[src/rtl/arith_pkg.sv]
// Shared widths and op-tag encodings for the arithmetic result path.
package arith_pkg;

    localparam int DATA_W_DEF = 8;
    localparam int TAG_W_DEF  = 2;
    localparam int DEPTH_DEF  = 4;

    typedef enum logic [1:0] {
        OP_ADD = 2'b00,
        OP_SUB = 2'b01,
        OP_MUL = 2'b10,
        OP_DIV = 2'b11
    } op_tag_e;

endpackage

[src/rtl/arith_result_mem.sv]
// DEPTH x WIDTH register array: one synchronous write port, one asynchronous read port.
module arith_result_mem #(
    parameter int DEPTH = 4,
    parameter int WIDTH = 10
) (
    input  logic                     clk,
    input  logic                     we,
    input  logic [$clog2(DEPTH)-1:0] wr_addr,
    input  logic [WIDTH-1:0]         wr_data,
    input  logic [$clog2(DEPTH)-1:0] rd_addr,
    output logic [WIDTH-1:0]         rd_data
);

    // No reset: contents are only observed after a write through the pointers.
    logic [WIDTH-1:0] mem [DEPTH];

    always_ff @(posedge clk) begin
        if (we) mem[wr_addr] <= wr_data;
    end

    assign rd_data = mem[rd_addr];

endmodule

[src/rtl/arith_result_buffer.sv]
// Tagged result FIFO between single-cycle arithmetic units and a slow consumer.
// Optional RESULT_ACCUM_EN adds acc_sum, a running sum of popped data.
module arith_result_buffer
    import arith_pkg::*;
#(
    parameter int DATA_W = DATA_W_DEF,
    parameter int TAG_W  = TAG_W_DEF,
    parameter int DEPTH  = DEPTH_DEF
) (
    input  logic                          clk,
    input  logic                          rst_n,
    input  logic                          flush,
    input  logic                          in_valid,
    output logic                          in_ready,
    input  logic [DATA_W-1:0]             in_data,
    input  logic [TAG_W-1:0]              in_tag,
    output logic                          out_valid,
    input  logic                          out_ready,
    output logic [DATA_W-1:0]             out_data,
    output logic [TAG_W-1:0]              out_tag,
    output logic [$clog2(DEPTH):0]        count
`ifdef RESULT_ACCUM_EN
    ,
    output logic [DATA_W+3:0]             acc_sum
`endif
);

    localparam int PTR_W = $clog2(DEPTH);
    localparam int CNT_W = PTR_W + 1;
    localparam int WORD_W = DATA_W + TAG_W;

    logic [PTR_W-1:0]  wr_ptr;
    logic [PTR_W-1:0]  rd_ptr;
    logic              push;
    logic              pop;
    logic [WORD_W-1:0] rd_word;

    // Handshake flags come only from the registered count.
    assign in_ready  = (count != CNT_W'(DEPTH));
    assign out_valid = (count != '0);
    assign push      = in_valid & in_ready;
    assign pop       = out_valid & out_ready;

    arith_result_mem #(
        .DEPTH (DEPTH),
        .WIDTH (WORD_W)
    ) u_mem (
        .clk     (clk),
        .we      (push & ~flush),
        .wr_addr (wr_ptr),
        .wr_data ({in_tag, in_data}),
        .rd_addr (rd_ptr),
        .rd_data (rd_word)
    );

    assign {out_tag, out_data} = out_valid ? rd_word : '0;

    always_ff @(posedge clk or negedge rst_n) begin
        if (!rst_n) begin
            wr_ptr <= '0;
            rd_ptr <= '0;
            count  <= '0;
        end else if (flush) begin
            wr_ptr <= '0;
            rd_ptr <= '0;
            count  <= '0;
        end else begin
            if (push) wr_ptr <= wr_ptr + 1'b1;
            if (pop)  rd_ptr <= rd_ptr + 1'b1;
            case ({push, pop})
                2'b10:   count <= count + 1'b1;
                2'b01:   count <= count - 1'b1;
                default: count <= count;
            endcase
        end
    end

`ifdef RESULT_ACCUM_EN
    always_ff @(posedge clk or negedge rst_n) begin
        if (!rst_n) begin
            acc_sum <= '0;
        end else if (flush) begin
            acc_sum <= '0;
        end else if (pop) begin
            acc_sum <= acc_sum + (DATA_W + 4)'(out_data);
        end
    end
`endif

endmodule

[config.mk]
export PLATFORM = sky130hd
export DESIGN_NAME = arith_result_buffer
export DESIGN_NICKNAME = d
export VERILOG_FILES = /design/src/rtl/arith_pkg.sv /design/src/rtl/arith_result_mem.sv /design/src/rtl/arith_result_buffer.sv
export SDC_FILE = /design/constraint.sdc
export NUM_CORES = 1
export LEC_CHECK = 0
export BUFFER_PORTS_ARGS = -buffer_cell sky130_fd_sc_hd__buf_2
export CAP_MARGIN = 20
export CORE_UTILIZATION = 40
export CTS_BUF_LIST = sky130_fd_sc_hd__clkbuf_4 sky130_fd_sc_hd__clkbuf_8
export DETAILED_ROUTE_END_ITERATION = 10
export PLACE_DENSITY = 0.65
export SLEW_MARGIN = 30
export SYNTH_ARGS = -nofsm -noshare
export SYNTH_HDL_FRONTEND = slang
export SYNTH_HIERARCHICAL = 1
export SYNTH_SLANG_ARGS = --single-unit
[constraint.sdc]
create_clock -name clk -period 2.5 [get_ports clk]
set_input_delay 0 -clock clk [delete_from_list [all_inputs] [get_ports clk]]
set_output_delay 0 -clock clk [all_outputs]
set_load 0.01 [all_outputs]
==> impl_metrics.csv <==
group,metric,value,unit
pwr,peakVddDrop,263,uV
setup_path,critPathTopFamily,"compound AO/OA/AOI/OAI gates",
cells_and_area,multi_input_area,609,um2
clocking,clockBufferDepth,2,
clocking,cts_tree,"built",
synthesis,synth_top_area_cell,"edfxtp_1",
setup_path,path_cells,"o31ai_1 > nor2b_1 > fa_1 > nor3b_1 > a311oi_1 > a2111oi_2",
detailed_routing,antenna_left,0,
setup_path,slowest_stage,"dfrtp_1",
floorplan,core,4850,um2
sta,slew_headroom,60.9,%
cells_and_area,area_delta_synth_final,22.9,%
synthesis,ys_ff_latch,47,
clocking,cts_made_buffers,5,
sta,finalCritPeriodShare,90.1,%
sta,finalSetupTns,0,ns
status,outcome,"finished clean",
floorplan,die_h,73.7,um
setup_path,worstPathRequired,2.69,ns
clocking,cts_hold_buf,12,
detailed_routing,routedWlPerCell,16.0,um
sta,finalCriticalPeriod,2.25,ns
setup_path,r2r_slack,0.25,ns
grt,grt_pass1_vias,1212,
setup_path,path_class,"reg2reg",
synthesis,synth_edf_count,40,
setup_path,r2r_start,"count[2]",
sta,maxSlewViolCount,0,
setup_path,ff2ff_path_depth,6,
synthesis,synth_cell_types,38,
synthesis,synth_ff_type,"edfxtp_1",
clocking,htreeDepth,2,
clocking,cts.sinks,47,
synthesis,syn_area,2060,um2
sta,rsz0062_at_grt,"false",
setup_path,rr_endpoint,"count[2]",
setup_path,crit_fanout,8,
sta,tightest_slew,0.586,ns
synthesis,synth-seq-area-share,66.9,%
setup_path,path_buf_inv,0,
detailed_routing,via_count,1191,
cells_and_area,drive_gt1_share,35.1,%
grt,globalRouteOverflowTotal,0,
detailed_routing,firstDrtPassIters,4,
floorplan,dieArea,5430,um2
synthesis,synth_fp_nets,138,
synthesis,yosysWarnings,6,
cells_and_area,nets,183,
floorplan,pin_count,30,
sta,hold_violations,0,
cells_and_area,fillers,419,
placed_design,gp_congestion,0.729,
grt,grt_antenna_before_repair,0,
min_path,hold_class,"in2async",
cells_and_area,regArea,1380,um2
synthesis,synth_common_cells,"40 x edfxtp_1, 12 x nor2b_1, 10 x mux4_2",
synthesis,async_flop_share,14.9,%
pwr,p_leak,0.926,nW
grt,grt_pass1_wl,5.77,mm
synthesis,yosysMostFrequentCell,"edfxtp_1",
floorplan,fp.dieW,73.7,um
grt,grtUsageTotal,15.4,%
clocking,cts.repair.resized,0,
placed_design,port-buffer-count,29,
detailed_routing,routed_wl,3.75,mm
sta,fin_skew,0.00350,ns
setup_path,slowest_delay,0.49,ns
setup_path,end_kind,"register",
setup_path,cp-start-kind,"register",
synthesis,synthCells,122,
clocking,post_cts_buffers,0,
pwr,p_per_area,748,nW/um2
detailed_routing,drt-vias-per-instance,5.07,
clocking,worstSkewPairLatency,0.29,ns
floorplan,rows,25,
floorplan,initial_core_util,42.4,%
detailed_routing,remaining_drc_errors,0,
sta,worst_slack,0.247,ns
clocking,clk_pin_slew,0.08,ns
placed_design,hpwlAfterDp,2.51,mm
sta,hold_ws,0.0612,ns
synthesis,synth.area.top_cells,"edfxtp_1 58%, mux4_2 11%, dfrtp_1 8.5%",
sta,setup_viol,0,
cells_and_area,antenna_cells,0,
grt,grt_max_degree,15,
clocking,ctsRootBufferMaster,"clkbuf_8",
setup_path,crit_arrival,2.44,ns
run,cap_violations,0,
sta,fmax,0.444,GHz
placed_design,post-place-ws,0.323,ns
detailed_routing,drtIter0Drc,79,
synthesis,syn-mean-instance-area,16.9,um2
pwr,report.power.total,0.00189,W
synthesis,synth_top_area_share,58.4,%
-- layout make-up --
type | instances | area share [%]
Multi-Input combinational cell | 62 | 24.1
Clock inverter | 2 | 2.38
Sequential cell | 47 | 54.5
Timing Repair Buffer | 46 | 12.0
Inverter | 5 | 0.743
Tap cell | 67 | 3.32
Clock buffer | 6 | 3.02
-- cells by family after synthesis --
logic type                 after synthesis  share of synthesized area, %
DFF                                     47                          66.9
and+or+nand+nor                         33                          10.0
AOI/OAI and AO/OA                       13                          5.11
buffers and inverters                   13                          3.47
muxes                                   12                          12.2
xor gates and xnor gates                 3                          1.28
adders and majority gates                1                         0.973
-- stage by stage --
stage	area, um2	cells	utilization (%)
final	2530	235	52.1
after global routing	2530	235	52.1
after global placement	2270	215	46.8
after detailed placement	2270	215	46.8
after floorplan	2060	122	-
after CTS	2530	235	52.1
-- layer usage --
| metal | track usage, % | routed length, um | vias up |
|---|---|---|---|
| met4 | 8.76 | 73 | 0 |
| met5 | 0 | 0 | - |
| met2 | 26.6 | 1990 | 34 |
| met3 | 3.70 | 137 | 8 |
| li1 | - | - | 560 |
| met1 | 17.2 | 1550 | 589 |
-- sequential cells by signal, summed over array words and instances, names as in the netlist --
| register | cells |
|---|---|
| wr_ptr | 2 |
| rd_ptr | 2 |
| count | 3 |
| u_mem/mem | 40 |
-- worst max path at each step --
stage          depth (start not counted)         endpoint  startpoint  slack [ns]
2_1_floorplan                          4  u_mem/mem[0][0]    count[1]        0.33
3_3_place_gp                           6         count[2]    count[2]        0.48
3_5_place_dp                           6         count[2]    count[2]        0.32
4_1_cts                                6         count[2]    count[2]        0.25
5_1_grt                                6         count[2]    count[2]        0.17
6_report                               6         count[2]    count[2]        0.25
-- power breakdown --
part | internal, W | switching, W | leakage (nW)
logic | 0.000164 | 0.000165 | 0.400
registers | 0.000882 | 0.0000286 | 0.458
clock network | 0.000410 | 0.000241 | 0.0688
total | 0.00146 | 0.000435 | 0.926
-- placed cells by master (no fill, tap or decap), types with 2 or more instances in the layout --
cell           synthesis  routed
edfxtp_1              40      40
buf_2                  2      29
nor2b_1               12      12
dlygate4sd3_1          0      12
mux4_2                10      10
dfrtp_1                7       7
clkbuf_8               0       5
buf_4                  3       5
inv_1                  4       4
nor2_1                 4       4
nor3_1                 3       3
nand3_1                3       3
nand2b_1               2       2
nor3b_1                2       2
xor2_1                 2       2
a21oi_1                2       2
o2111ai_1              2       2
bufinv_16              0       2
and3b_1                2       2
Note: power is estimated with default switching activity, not from simulation.
